--- src/rtl/hub75_pkg.sv ---
`default_nettype none
// +----------------------------------------------------------------+
// | hub75_pkg: shared constants and types for the column fetcher   |
// | Revision: 1.0                                                  |
// +----------------------------------------------------------------+
package hub75_pkg;

  localparam int NUM_COLS       = 64;
  localparam int NUM_PLANES     = 9;
  localparam int SCAN_RATE      = 32;
  localparam int ROTATIONAL_RES = 180;

  localparam int THETA_BITS    = $clog2(ROTATIONAL_RES);
  localparam int ROW_BITS      = $clog2(SCAN_RATE);
  localparam int HALF_BITS     = 1;
  localparam int PLANE_BITS    = 4;
  localparam int ADDR_BITS     = THETA_BITS + ROW_BITS + HALF_BITS + PLANE_BITS;
  localparam int READS_PER_ROW = 2 * NUM_PLANES;

  typedef logic [NUM_PLANES-1:0][NUM_COLS-1:0] column_word_t;

  typedef enum logic [1:0] {
    IDLE    = 2'd0,
    FETCH   = 2'd1,
    PRESENT = 2'd2
  } fetch_state_t;

  typedef struct packed {
    logic                  valid;
    logic                  half;
    logic [PLANE_BITS-1:0] plane;
  } read_tag_t;

endpackage
`default_nettype wire

--- src/rtl/hub75_read_tag_pipe.sv ---
`default_nettype none
// +----------------------------------------------------------------+
// | hub75_read_tag_pipe: carries {valid, half, plane} alongside    |
// | each BRAM read so the returning word lands in the right slot.  |
// | Revision: 1.0                                                  |
// +----------------------------------------------------------------+
module hub75_read_tag_pipe
  import hub75_pkg::*;
#(
  parameter int LATENCY = 2
) (
  input  logic      clk_in,
  input  logic      rst_in,
  input  read_tag_t tag_in,
  output read_tag_t tag_out
);

  read_tag_t [LATENCY-1:0] pipe_q;
  read_tag_t [LATENCY-1:0] pipe_d;

  always_comb begin
    pipe_d[0] = tag_in;
    for (int i = 1; i < LATENCY; i++) begin
      pipe_d[i] = pipe_q[i-1];
    end
  end

  // Clearing on reset makes any read still in flight vanish.
  always_ff @(posedge clk_in or posedge rst_in) begin
    if (rst_in) begin
      pipe_q <= '0;
    end else begin
      pipe_q <= pipe_d;
    end
  end

  assign tag_out = pipe_q[LATENCY-1];

endmodule
`default_nettype wire

--- src/rtl/hub75_column_fetch.sv ---
`default_nettype none
// +----------------------------------------------------------------+
// | hub75_column_fetch: reads the 32 scan-line slices of a theta   |
// | sector from BRAM and streams them to the HUB75 output stage.   |
// | Revision: 1.0                                                  |
// +----------------------------------------------------------------+
module hub75_column_fetch
  import hub75_pkg::*;
#(
  parameter int BRAM_LATENCY = 2
) (
  input  logic                  clk_in,
  input  logic                  rst_in,
  input  logic [THETA_BITS-1:0] theta_in,
  input  logic                  theta_valid,
  output logic [ADDR_BITS-1:0]  mem_addr,
  output logic                  mem_en,
  input  logic [NUM_COLS-1:0]   mem_rdata,
  output column_word_t          column_data0,
  output column_word_t          column_data1,
  output logic [ROW_BITS-1:0]   col_index,
  output logic                  tvalid,
  input  logic                  tready,
  output logic                  tlast,
  output logic                  busy,
  output logic [7:0]            drop_count,
  output logic                  theta_err
);

  localparam int ISSUE_BITS = $clog2(READS_PER_ROW + 1);

  fetch_state_t          state_q, state_d;
  logic [THETA_BITS-1:0] theta_q, theta_d;
  logic [THETA_BITS-1:0] pend_theta_q, pend_theta_d;
  logic                  pend_valid_q, pend_valid_d;
  logic [ROW_BITS-1:0]   row_q, row_d;
  logic [ISSUE_BITS-1:0] issue_cnt_q, issue_cnt_d;
  logic [7:0]            drop_count_q, drop_count_d;
  logic                  theta_err_q, theta_err_d;
  column_word_t          col0_q, col0_d, col1_q, col1_d;

  logic                  issue_half;
  logic [PLANE_BITS-1:0] issue_plane;
  logic                  theta_ok;
  logic                  handshake;
  logic                  last_row;
  logic                  sector_done;
  logic                  fetch_done;
  logic                  drop_now;
  read_tag_t             tag_in, tag_out;

  // Read sequence: half 0 planes 0..8, then half 1 planes 0..8.
  always_comb begin
    mem_en      = (state_q == FETCH) && (issue_cnt_q < ISSUE_BITS'(READS_PER_ROW));
    issue_half  = (issue_cnt_q >= ISSUE_BITS'(NUM_PLANES));
    issue_plane = issue_half ? PLANE_BITS'(issue_cnt_q - ISSUE_BITS'(NUM_PLANES))
                             : PLANE_BITS'(issue_cnt_q);
    mem_addr      = mem_en ? {theta_q, row_q, issue_half, issue_plane} : '0;
    tag_in.valid  = mem_en;
    tag_in.half   = issue_half;
    tag_in.plane  = issue_plane;
  end

  hub75_read_tag_pipe #(
    .LATENCY (BRAM_LATENCY)
  ) u_tag_pipe (
    .clk_in  (clk_in),
    .rst_in  (rst_in),
    .tag_in  (tag_in),
    .tag_out (tag_out)
  );

  assign tvalid       = (state_q == PRESENT);
  assign tlast        = tvalid && last_row;
  assign busy         = (state_q != IDLE);
  assign col_index    = row_q;
  assign column_data0 = col0_q;
  assign column_data1 = col1_q;
  assign drop_count   = drop_count_q;
  assign theta_err    = theta_err_q;

  assign theta_ok    = theta_valid && (theta_in < THETA_BITS'(ROTATIONAL_RES));
  assign handshake   = tvalid && tready;
  assign last_row    = (row_q == ROW_BITS'(SCAN_RATE - 1));
  assign sector_done = handshake && last_row;
  assign fetch_done  = tag_out.valid && tag_out.half &&
                       (tag_out.plane == PLANE_BITS'(NUM_PLANES - 1));

  always_comb begin
    state_d      = state_q;
    theta_d      = theta_q;
    pend_theta_d = pend_theta_q;
    pend_valid_d = pend_valid_q;
    row_d        = row_q;
    issue_cnt_d  = issue_cnt_q;
    theta_err_d  = theta_err_q;
    col0_d       = col0_q;
    col1_d       = col1_q;
    drop_now     = 1'b0;

    if (theta_valid && !theta_ok) begin
      theta_err_d = 1'b1;
    end

    if (mem_en) begin
      issue_cnt_d = issue_cnt_q + ISSUE_BITS'(1);
    end

    for (int p = 0; p < NUM_PLANES; p++) begin
      if (tag_out.valid && (tag_out.plane == PLANE_BITS'(p))) begin
        if (tag_out.half) begin
          col1_d[p] = mem_rdata;
        end else begin
          col0_d[p] = mem_rdata;
        end
      end
    end

    // A theta arriving mid-sector waits in the single pending slot.
    if (theta_ok && (state_q != IDLE) && !sector_done) begin
      drop_now     = pend_valid_q;
      pend_valid_d = 1'b1;
      pend_theta_d = theta_in;
    end

    case (state_q)
      IDLE: begin
        if (theta_ok) begin
          theta_d     = theta_in;
          row_d       = '0;
          issue_cnt_d = '0;
          state_d     = FETCH;
        end
      end
      FETCH: begin
        if (fetch_done) begin
          state_d = PRESENT;
        end
      end
      PRESENT: begin
        if (handshake) begin
          issue_cnt_d = '0;
          state_d     = FETCH;
          if (!last_row) begin
            row_d = row_q + ROW_BITS'(1);
          end else begin
            row_d = '0;
            // A theta landing on the final beat becomes the next sector and
            // supersedes anything still pending.
            if (theta_ok) begin
              theta_d      = theta_in;
              drop_now     = pend_valid_q;
              pend_valid_d = 1'b0;
            end else if (pend_valid_q) begin
              theta_d      = pend_theta_q;
              pend_valid_d = 1'b0;
            end else begin
              state_d = IDLE;
            end
          end
        end
      end
      default: begin
        state_d = IDLE;
      end
    endcase

    drop_count_d = drop_count_q;
    if (drop_now && (drop_count_q != 8'hFF)) begin
      drop_count_d = drop_count_q + 8'd1;
    end
  end

  always_ff @(posedge clk_in or posedge rst_in) begin
    if (rst_in) begin
      state_q      <= IDLE;
      theta_q      <= '0;
      pend_theta_q <= '0;
      pend_valid_q <= 1'b0;
      row_q        <= '0;
      issue_cnt_q  <= '0;
      drop_count_q <= '0;
      theta_err_q  <= 1'b0;
      col0_q       <= '0;
      col1_q       <= '0;
    end else begin
      state_q      <= state_d;
      theta_q      <= theta_d;
      pend_theta_q <= pend_theta_d;
      pend_valid_q <= pend_valid_d;
      row_q        <= row_d;
      issue_cnt_q  <= issue_cnt_d;
      drop_count_q <= drop_count_d;
      theta_err_q  <= theta_err_d;
      col0_q       <= col0_d;
      col1_q       <= col1_d;
    end
  end

endmodule
`default_nettype wire

--- config.mk ---
export PLATFORM = sky130hd
export DESIGN_NAME = hub75_column_fetch
export DESIGN_NICKNAME = d
export VERILOG_FILES = /design/src/rtl/hub75_pkg.sv /design/src/rtl/hub75_read_tag_pipe.sv /design/src/rtl/hub75_column_fetch.sv
export SDC_FILE = /design/constraint.sdc
export NUM_CORES = 2
export LEC_CHECK = 0
export ABC_AREA = 1
export BUFFER_PORTS_ARGS = -buffer_cell sky130_fd_sc_hd__clkbuf_2
export CORE_AREA = 5 5 494 496
export CTS_BUF_LIST = sky130_fd_sc_hd__clkbuf_16
export DETAILED_ROUTE_END_ITERATION = 12
export DIE_AREA = 0 0 499 501
export GPL_TIMING_DRIVEN = 1
export SETUP_SLACK_MARGIN = 0.1
export SLEW_MARGIN = 20
export SYNTH_ARGS = -nofsm -noshare
export SYNTH_HDL_FRONTEND = slang
export SYNTH_SLANG_ARGS = --single-unit
--- constraint.sdc ---
create_clock -name clk_in -period 40 [get_ports clk_in]
set_input_delay 6 -clock clk_in [delete_from_list [all_inputs] [get_ports clk_in]]
set_output_delay 6 -clock clk_in [all_outputs]
set_load 0.03 [all_outputs]
==> results.md <==
- The post-detailed-route via-to-cell ratio is 4.18.
- The worst supply voltage drop on vdd is 0.0000538 V.
- The share of the yosys chip area belonging to registers is 0.693.
- The worst clock skew is 0.0237 ns.
- The number of maximum-capacitance violations is 0.
- The xor and xnor fraction of the mapped netlist area is 0.00161.
- In the final routed layout, each cell accounts on average for 21.9 um.
- Prior to clock tree synthesis, the placed netlist has a worst setup slack of 28.84 ns.
- The net total in the final layout is 5,426.
- The flow ran to the end, and the final reports show no timing, DRC or antenna violations.
- The remaining number of nets flagged by the antenna check after routing is 0.
- Yosys mapped a number of flops with a built-in enable equal to 0.
- In this run, synthesis produced a sequential element count of 1,202.
- Measured against the total synthesized area, the mux share comes to 0.
- The average cell area after synthesis is 10.4 um2.
- The H-tree generated during clock tree synthesis spans 4 levels.
- For this block, the via count after detailed routing is 36,200.
- The worst path meets setup with 30.14 ns of slack.
- The number of warnings issued by yosys is 0.
- The category of the most critical setup path is in2async.
- The worst setup path is launched from an input pin.
- Gates resized during post-CTS repair numbered 0.
- The number of clock sinks is 1,202.
- Synthesis instantiated 32 different standard cells from the library.
- Routability-driven placement finished with a final weighted congestion of 0.812.
- The initial antenna violation count is 41.
- The logic depth of the worst register-to-register path is 5.
- The via count of the first global-routing pass was 35,100.
- The net count of the mapped netlist is 4,266.
- The root buffer cell chosen for the clock tree is clkbuf_16.
- The endpoint of the worst register-to-register path is column_data0[369].
- The count of cells in the finished layout, fillers not included, comes to 8,652.
- The post-synthesis instance area is 43,400 um2.
- The top-level port count is 1,264.
- For this run, the top clock speed supported by timing is 101 MHz.
- The total die area is 250,000 um2.
- The worst endpoint data arrival time is 10.64 ns.
- The startpoint of the lowest-slack hold path is u_tag_pipe.pipe_d[6].
- The worst register-to-register path begins at u_tag_pipe.tag_out[4].
- Across every metal layer, demand over resource in global routing totals 0.145.
- Once the clock tree was built, the setup fixing pass inserted 0 buffers.
- In this run the deepest clock path goes through 3 buffers.
- The first global-routing pass estimated 263 mm of wire.
- After routing, the total negative slack on setup checks comes to 0 ns.
- The transition time at the pin with the least slew margin is 1.19 ns.
- The largest family of logic cells by synthesized area is compound AO/OA/AOI/OAI gates.
- The row count is 180.
- The remaining design rule violation count is 0.
- The maximum number of pins on one net before global-route repair is 144.
- The filler cells instantiated in the layout total 25,900.
- The x dimension of the die is 499 um.
- For the worst-skew pair, the clock arrives at the later sink with an insertion delay of 0.76 ns.
- Of all flip-flops after synthesis, the portion carrying an async set or reset was 1.00.
- The region available for standard cell placement spans 239,000 um2.
- The required time of the critical path is 40.78 ns.
- Setup repair after global routing left no endpoint under its margin.
- The post-route cell area is 57,200 um2.
- Clock tree synthesis inserted a total of 134 buffers.
- In this run the tightest slew margin relative to its limit is 0.204.
- The post-detailed-placement cell area is 52,900 um2.
- During placement, the flow inserted port buffers numbering 1,263.
- The placed wire-length estimate is 132 mm.
- The fraction of layout instances using a drive strength above 1 is 0.289.
- Dividing the final minimum period by the clock period gives 0.247.
- The register-to-register setup slack is 36.39 ns.
- The analysis attributes to cell leakage a power of 28.9 nW.
- The number of buffers inserted by hold repair at cts is 0.
- The wire length after detailed routing is 189 mm.
- The synthesized-area fraction occupied by ao, oa, aoi and oai cells is 0.138.
- The clock tree from TritonCTS is yes.
- The synthesized netlist cell count is 4,184.
- The number of failing setup endpoints in the final timing report is 0.
- Summed over all layers, the global routing overflow is 0.
- The cell total after placement is 8,393.
- The pre-antenna-repair detailed-routing pass consisted of 6 iterations.
- The commonest register cell after synthesis is dfrtp_1.
- The die is 501 um tall.
- Clock-pin slew was measured on the worst setup and hold paths at 0.07 ns.
- For the finished layout, the period the worst path requires is 9.86 ns.
- The tightest min-delay check is of the reg2reg type.
- The synthesized-area fraction occupied by and/or/nand/nor cells is 0.118.
- The largest fanout on the critical path is 116.
- The count of pins over their slew limit is 0.
- Along the worst hold path, the cell count comes to 0.
- The cell area power density is 105 nW/um2.
- The tightest hold path in the finished design has a slack of 0.334 ns.
- Of the total synthesized cell area, the portion taken by full adders, half adders and majority gates is 0.00173.
- The starting utilization of the core area is 0.182.
- The kind of capture point of the worst setup path is an asynchronous set/reset pin.
- For hold timing, the worst endpoint is u_tag_pipe.tag_out[0].
- After the first detailed-routing iteration, the DRC count stood at 3,827.
- The number of hold violations in the final report is 0.
- The area added between synthesis and finish is 31.8%.
-- cells by family (layout without fill, tap and decap cells) --
family	Yosys count	count (layout)
xor gates and xnor gates	8	8
DFF	1202	1202
AOI/OAI and AO/OA	1192	1192
adders and majority gates	6	6
buffers and inverters	446	1706
and+or+nand+nor	1330	1330
other	0	23
-- registers in the layout, indices dropped and copies added (netlist names), 5 cells and up --
register and cells:
theta_q 8, pend_theta_q 8, drop_count 8, u_tag_pipe.pipe_d 6
u_tag_pipe.tag_out 6, issue_cnt_q 5, column_data1 576, col_index 5
column_data0 576
-- cells in the mapped netlist, types with 4 or more instances --
library cell / instances / area [um2]
nand2_1: 1247 / 4680
o21ai_1: 237 / 1190
nor3_1: 4 / 20.0
ha_1: 6 / 75.1
buf_4: 4 / 30.0
o21ai_0: 936 / 4680
nor2_2: 4 / 25.0
o21bai_1: 8 / 60.1
clkbuf_1: 153 / 574
nor2_1: 36 / 135
inv_1: 120 / 450
a21oi_1: 6 / 30.0
xor2_1: 8 / 70.1
clkbuf_2: 30 / 150
dfrtp_1: 1202 / 30100
nand3_1: 26 / 130
buf_2: 105 / 526
buf_6: 32 / 360
-- where the power goes --
group / switching (mW) / leakage, nW / internal (mW)
logic: 1.99 / 13.4 / 0.643
registers: 0.367 / 13.3 / 1.80
clock network: 0.524 / 2.18 / 0.677
total: 2.88 / 28.9 / 3.12
-- cell type report --
type | count | area, um2 | area share
clock buffers | 135 | 3380 | 0.0590
clock inverters | 101 | 881 | 0.0154
diodes | 23 | 57.6 | 0.00101
multi-input cells | 2536 | 11400 | 0.199
well taps | 3185 | 3990 | 0.0696
repair buffers | 1348 | 6980 | 0.122
inverters | 122 | 470 | 0.00822
flip-flops and latches | 1202 | 30100 | 0.525
-- worst max path at each step --
stage	start	to	slack [ns]	cells past startpoint
finish	rst_in	column_data1[361]	30.14	7
detailed placement	rst_in	column_data1[293]	28.84	7
global route	rst_in	column_data1[304]	29.40	7
CTS	rst_in	column_data1[356]	29.70	7
global placement	rst_in	column_data0[30]	28.99	7
floorplan	rst_in	col_index[0]	0.14	1
-- worst max-delay path, cell delays in order --
cell and delay (ns):
clkbuf_2 0.14, inv_8 0.56, buf_4 0.68, buf_4 0.69, buf_4 0.74, buf_4 0.79, buf_6 0.65
-- routing by layer --
| metal | share of wire | global-route usage |
|---|---|---|
| met5 | 0.000069 | 0 |
| met2 | 0.44 | 0.225 |
| met4 | 0.036 | 0.0530 |
| met1 | 0.41 | 0.185 |
| met3 | 0.11 | 0.0539 |
-- metrics by stage --
stage	total power [mW]	util
after floorplan	3.81	-
after detailed placement	4.82	0.221
after global placement	4.76	0.221
after CTS	6.05	0.239
final	6.00	0.239
after global routing	6.33	0.239
-- cell usage in the layout, fill, tap and decap left out, types with 23 or more instances in the layout --
master / count
clkbuf_2: 1263
nand2_1: 1236
dfrtp_1: 1202
o21ai_0: 936
o21ai_1: 237
clkbuf_16: 135
inv_1: 134
buf_4: 81
nor2_1: 36
clkinv_1: 30
diode_2: 23
Note: power is estimated with default switching activity, not from simulation.
